File: config.mk
export PLATFORM = sky130hd
export DESIGN_NAME = pic_priority_controller
export DESIGN_NICKNAME = d
export VERILOG_FILES = /design/src/rtl/pic_pkg.sv /design/src/rtl/pic_priority_controller_resolver.sv /design/src/rtl/pic_priority_controller.sv
export SDC_FILE = /design/constraint.sdc
export NUM_CORES = 1
export LEC_CHECK = 0
export CORE_AREA = 3 3 93 95
export CTS_CLUSTER_SIZE = 14
export DETAILED_ROUTE_END_ITERATION = 10
export DIE_AREA = 0 0 96 98
export PLACE_DENSITY = 0.77
export SETUP_SLACK_MARGIN = 0.2
export SYNTH_ARGS = -nofsm -noshare
export SYNTH_HDL_FRONTEND = slang
export SYNTH_SLANG_ARGS = --single-unit
File: constraint.sdc
create_clock -name clk -period 5.1 [get_ports clk]
set_input_delay 1.275 -clock clk [delete_from_list [all_inputs] [get_ports clk]]
set_output_delay 1.275 -clock clk [all_outputs]
set_load 0.03 [all_outputs]
File: src/rtl/pic_pkg.sv
// pic_pkg: shared FSM type, sizing helper and spurious-vector constant for the PIC
package pic_pkg;
  typedef enum logic [1:0] {IDLE, ACK1, ACK2} pic_state_t;
  localparam int N_IRQ_DEFAULT = 8;
  localparam int SPURIOUS_ID = N_IRQ_DEFAULT - 1;
  function automatic int clog2_safe(input int n);
    return (n < 2) ? 1 : $clog2(n);
  endfunction
endpackage

File: src/rtl/pic_priority_controller_resolver.sv
// prio_rotate_resolver: first set request in rotating order starting just after the lowest-priority pointer
module prio_rotate_resolver import pic_pkg::*; #(
  parameter int N_IRQ = 8,
  parameter int ID_W = clog2_safe(N_IRQ)
) (
  input  logic [N_IRQ-1:0] req,
  input  logic [ID_W-1:0]  lp,
  output logic             found,
  output logic [ID_W-1:0]  id,
  output logic [N_IRQ-1:0] onehot
);
  localparam logic [ID_W:0] NN = (ID_W+1)'(N_IRQ);
  logic [ID_W:0] idx;
  // walk lp+1, lp+2, ... mod N_IRQ; the first hit is the highest-ranked request
  always_comb begin
    found = 1'b0;
    id = '0;
    idx = '0;
    for (int k = 1; k <= N_IRQ; k++) begin
      idx = {1'b0, lp} + (ID_W+1)'(k);
      idx = (idx >= NN) ? idx - NN : idx;
      if (!found && req[idx[ID_W-1:0]]) begin
        found = 1'b1;
        id = idx[ID_W-1:0];
      end
    end
    onehot = found ? N_IRQ'(1) << id : '0;
  end
endmodule

File: src/rtl/pic_priority_controller.sv
// pic_priority_controller: IRR/ISR state, rotating/nested priority resolution and two-pulse INTA handshake
module pic_priority_controller import pic_pkg::*; #(
  parameter int N_IRQ = 8,
  parameter int ID_W = clog2_safe(N_IRQ)
) (
  input  logic             clk,
  input  logic             rst_n,
  input  logic [N_IRQ-1:0] irq_in,
  input  logic             edge_mode,
  input  logic [N_IRQ-1:0] imr,
  input  logic             rotate_mode,
  input  logic             aeoi,
  input  logic             inta,
  input  logic             eoi,
  input  logic             eoi_specific,
  input  logic [ID_W-1:0]  eoi_id,
  input  logic             set_prio,
  input  logic [ID_W-1:0]  prio_id,
  output logic             int_out,
  output logic             vec_valid,
  output logic [ID_W-1:0]  vec_id,
  output logic [N_IRQ-1:0] irr,
  output logic [N_IRQ-1:0] isr
);
  localparam logic [ID_W-1:0] LAST = ID_W'(N_IRQ - 1);
  localparam logic [ID_W:0] NN = (ID_W+1)'(N_IRQ);
  pic_state_t state, state_nx;
  logic [N_IRQ-1:0] irq_q, cand_oh, hi_oh, isr_clr, isr_set, irr_clr;
  logic [ID_W-1:0] lp, win, cand_id, hi_id;
  logic spur, cand_found, hi_found, ack1, ack2, nsp_eoi, sp_eoi_ok, prio_ok, aeoi_hit, int_nx;
  function automatic logic [ID_W:0] rank_of(input logic [ID_W-1:0] x, input logic [ID_W-1:0] p);
    logic [ID_W:0] r;
    r = {1'b0, x} + NN - {1'b0, p} - (ID_W+1)'(1);
    return (r >= NN) ? r - NN : r;
  endfunction
  prio_rotate_resolver #(.N_IRQ(N_IRQ), .ID_W(ID_W)) u_cand (
    .req(irr & ~imr),
    .lp(lp),
    .found(cand_found),
    .id(cand_id),
    .onehot(cand_oh)
  );
  prio_rotate_resolver #(.N_IRQ(N_IRQ), .ID_W(ID_W)) u_hi (
    .req(isr),
    .lp(lp),
    .found(hi_found),
    .id(hi_id),
    .onehot(hi_oh)
  );
  // handshake sequencing plus the set/clear masks every register update is built from
  always_comb begin
    ack1 = state == IDLE && inta;
    ack2 = state == ACK1 && inta;
    state_nx = ack1 ? ACK1 : ack2 ? ACK2 : state == ACK1 ? ACK1 : IDLE;
    nsp_eoi = eoi && !eoi_specific && hi_found;
    sp_eoi_ok = eoi && eoi_specific && {1'b0, eoi_id} < NN;
    prio_ok = set_prio && {1'b0, prio_id} < NN;
    aeoi_hit = ack2 && aeoi && !spur;
    isr_clr = (nsp_eoi ? hi_oh : '0) | (sp_eoi_ok ? N_IRQ'(1) << eoi_id : '0) | (aeoi_hit ? N_IRQ'(1) << win : '0);
    isr_set = ack1 ? cand_oh : '0;
    irr_clr = ack1 && edge_mode ? cand_oh : '0;
    int_nx = !ack1 && cand_found && (!hi_found || rank_of(cand_id, lp) < rank_of(hi_id, lp));
  end
  // FSM state register
  always_ff @(posedge clk) state <= !rst_n ? IDLE : state_nx;
  // request/in-service registers, priority pointer, frozen winner and CPU-side outputs
  always_ff @(posedge clk) begin
    if (!rst_n) begin
      irq_q <= '0;
      irr <= '0;
      isr <= '0;
      lp <= LAST;
      win <= '0;
      spur <= 1'b0;
      int_out <= 1'b0;
      vec_valid <= 1'b0;
      vec_id <= '0;
    end else begin
      irq_q <= irq_in;
      irr <= edge_mode ? (irr & ~irr_clr) | (irq_in & ~irq_q) : irq_in;
      isr <= (isr & ~isr_clr) | isr_set;
      lp <= prio_ok ? prio_id : nsp_eoi && rotate_mode ? hi_id : aeoi_hit && rotate_mode ? win : lp;
      if (ack1) begin
        win <= cand_found ? cand_id : LAST;
        spur <= !cand_found;
      end
      int_out <= int_nx;
      vec_valid <= ack2;
      if (ack2) vec_id <= win;
    end
  end
endmodule
==> metrics.csv <==
stage,metric,value,unit
outcome,outcome,"finished, final reports clean",
timing,fin crit share,0.902,
global_routing,antenna violations before repair,0,
worst_setup_path,"critical path, cell by cell",dlymetal6s2s_1 -> nand2b_4 -> buf_6 -> mux2_4 -> mux4_2 -> nand2_2 -> nor4_4 -> o41a_2 -> nor2_4 -> inv_2 -> ha_4 -> inv_2 -> fa_1 -> inv_1 -> ha_1 -> a21o_1 -> a21oi_2 -> nor2_1 -> nor4_1,
worst_setup_path,Setup CP Type,in -> reg,
clock_tree,clk root buf,clkbuf_8,
routing,drt via density,6.59,
floorplan,Die H,98,um
cells_and_area,share of cells above drive strength 1,0.281,
place,DP Area,4900,um2
global_routing,Global Route Usage Sum,0.267,
routing,Post-route DRC,0,
timing,final hold vios,0,
clock_tree,H-tree levels,2,
timing,Worst-Margin Slew,0.837,ns
synthesis,"Top FF cell, synth",dfxtp_1,
timing,worst setup margin,0.499,ns
worst_setup_path,Critical path destination,int_out,
synthesis,Post-synth top cells,"38 x dfxtp_1, 38 x nand2_1, 31 x mux2i_1, 31 x nor2_1, 22 x mux4_2",
synthesis,Syn Std Cell Area,4040,um2
routing,drt wl/cell,19.5,um
synthesis,cells after synthesis,453,
synthesis,count of flip-flops with a built-in enable after synthesis,0,
synthesis,"Avg Cell Area, Syn",8.91,um2
synthesis,post-synthesis async set-or-reset flop share,0,
worst_setup_path,Crit Path Max Fanout,5,
routing,drt pass-1 iters,5,
synthesis,top-area cell type share of the netlist area,0.189,
synthesis,syn_nets,493,
min_path,Hold Path Class,reg -> reg,
floorplan,core box area,7810,um2
place,half-perimeter wire length after placement,9520,um
place,Final GP Congestion,0.982,
worst_setup_path,Worst Path Required,5.31,ns
timing,relative slew slack,0.441,
clock_tree,Max clock buf depth,2,
clock_tree,Worst-path clk slew,0.08,ns
clock_tree,clk sink count,38,
floorplan,# IOs,52,
cells_and_area,Area growth syn-to-layout,30.9,%
place,Place WS,-0.142,ns
clock_tree,CTS tree,done,
global_routing,vias in the first global route,3980,
clock_tree,clk_lat worst skew,0.29,ns
synthesis,Yosys reg bits,38,
floorplan,width of the chip,96,um
worst_setup_path,crit-path max cell delay,0.54,ns
run,# Max-Cap Violations,0,
cells_and_area,Layout Cell Area excl Fill,5280,um2
worst_setup_path,Crit. End Element,flop,
synthesis,Netlist cell types,75,
global_routing,first-pass GRT wire length,20300,um
floorplan,die footprint,9410,um2
worst_setup_path,CP arrival,4.81,ns
routing,final WL,12500,um
timing,Finish-stage setup viols,0,
routing,Initial DRC Count,339,
timing,minimum clock period,4.60,ns
global_routing,grt ovf,0,
timing,Worst Clk Skew,0.00743,ns
routing,Vias,4238,
worst_setup_path,CP dominant cell by count,inv_2,
worst_setup_path,R2R setup slack,0.56,ns
worst_setup_path,slowest CP cell,mux4_2,
worst_setup_path,FF-to-FF Start,lp[0],
synthesis,Synth area leader,dfxtp_1,
routing,Routed Antenna Nets,0,
cells_and_area,Nets,580,
worst_setup_path,CP startpoint kind,primary input,
timing,max-slew violations,0,
cells_and_area,Ant. Diodes,0,
worst_setup_path,Reg2Reg Depth,15,
floorplan,Rows,32,
clock_tree,cts bufs inserted,5,
place,port buffer count,51,
pwr,PwrDens,378,nW/um2
cells_and_area,Final Util,0.676,
pwr,maximum vdd ir drop,259,uV
timing,unrepaired setup endpoints after global routing,no,
worst_setup_path,Critical Path Start,imr[4],
pwr,Leak,0.00210,uW
synthesis,Ys Warns,0,
timing,setup tns final,0,ns
global_routing,pin count of the biggest net entering global routing,37,
synthesis,Synth area leaders,"dfxtp_1 19%, mux4_2 12%, mux2i_1 7.7%, mux2_2 4.5%, nand2_1 3.5%",
timing,fmax,217,MHz
worst_setup_path,FF-to-FF End,int_out,
floorplan,Initial Util,0.517,
synthesis,part of the Yosys area used for sequential elements,0.189,
## flip-flops by register name (all words and copies together), names as in the netlist
| name | flops |
|---|---|
| irr | 8 |
| win | 3 |
| vec_id | 3 |
| state | 2 |
| vec_valid | 1 |
| lp | 3 |
| spur | 1 |
| irq_q | 8 |
| isr | 8 |
| int_out | 1 |
## report_power, final
part | switching [uW] | internal [uW] | total, uW
Combinational | 754 | 625 | 1380
Clock | 109 | 109 | 218
Sequential | 66.9 | 333 | 400
## area by class of cell
cell class | instances | area [um2]
fill | 610 | 2530
clock inverter | 2 | 12.5
sequential | 38 | 761
inverter | 15 | 58.8
tap | 102 | 128
multi-input combinational | 373 | 3260
clock buffer | 6 | 82.6
timing repair buffer | 107 | 973
## cell families after synthesis
group                    count (synthesis)  synth area share
AND/OR/NAND/NOR                        159             0.208
AO/OA/AOI/OAI                          128             0.254
multiplexers                            69             0.244
buffers and inverters                   42            0.0505
flip-flops                              38             0.189
adder cells (fa/ha/maj)                  9            0.0316
XOR/XNOR                                 8            0.0229
## what timing repair did
action                                 in CTS  in global routing
hold buffers                                0                  0
endpoints found under the hold margin       0                  0
pin swaps                                   0                 14
setup endpoints to repair                   1                  1
gates resized for setup                     1                 53
buffers inserted                            0                  7
## worst min path at each step
stage              from  slack [ns]        to  cells past startpoint
2_1_floorplan  state[1]        0.41  state[0]                      1
3_3_place_gp   state[1]        0.42  state[0]                      1
3_5_place_dp   state[1]        0.44  state[0]                      1
4_1_cts        state[1]        0.45  state[0]                      1
5_1_grt        state[1]        0.48  state[0]                      1
6_report       state[1]        0.45  state[0]                      1
## metrics by stage
stage	total power [uW]	std cells	hold WS [ns]
finish	2000	643	0.446
global route	2130	643	0.477
CTS	1860	636	0.448
detailed placement	1640	628	0.440
global placement	1630	628	0.419
floorplan	1260	453	0.412
## cells in the final DEF, fill, tap and decap left out, types with 5 or more instances in the layout
master / count
nand3_1: 6
a221oi_1: 7
dfxtp_1: 38
o2111ai_1: 5
ha_1: 5
nand2_1: 37
a2111oi_0: 5
nor3_1: 8
nor2_1: 30
o21ai_0: 19
nand4_1: 5
buf_4: 50
nand2b_4: 8
a21oi_1: 8
a32o_1: 11
and3_1: 6
clkdlybuf4s50_1: 43
o211ai_1: 9
nor2b_1: 9
mux2i_2: 6
o22ai_1: 6
inv_1: 11
a211oi_1: 7
mux2i_1: 24
a22oi_1: 7
nand2b_1: 9
buf_6: 6
and2_1: 14
o32ai_1: 5
mux2_2: 12
clkbuf_8: 6
mux4_2: 22
dlymetal6s2s_1: 8
## routing by layer
metal,global-route usage,share of wire,vias up
met5,0,0,-
met1,0.396,0.44,2062
met4,0.0416,0.012,0
met3,0.0393,0.072,15
met2,0.416,0.48,207
li1,-,-,1954
## critical path, delay by kind of cell
| kind | cells | cell delay (ns) |
|---|---|---|
| compound gates | 3 | 0.79 |
| fa+ha+maj | 3 | 0.76 |
| mux | 2 | 0.82 |
| simple gates | 6 | 0.75 |
| buf+inv | 5 | 0.42 |
No activity file was read; power rests on OpenSTA's default activity.
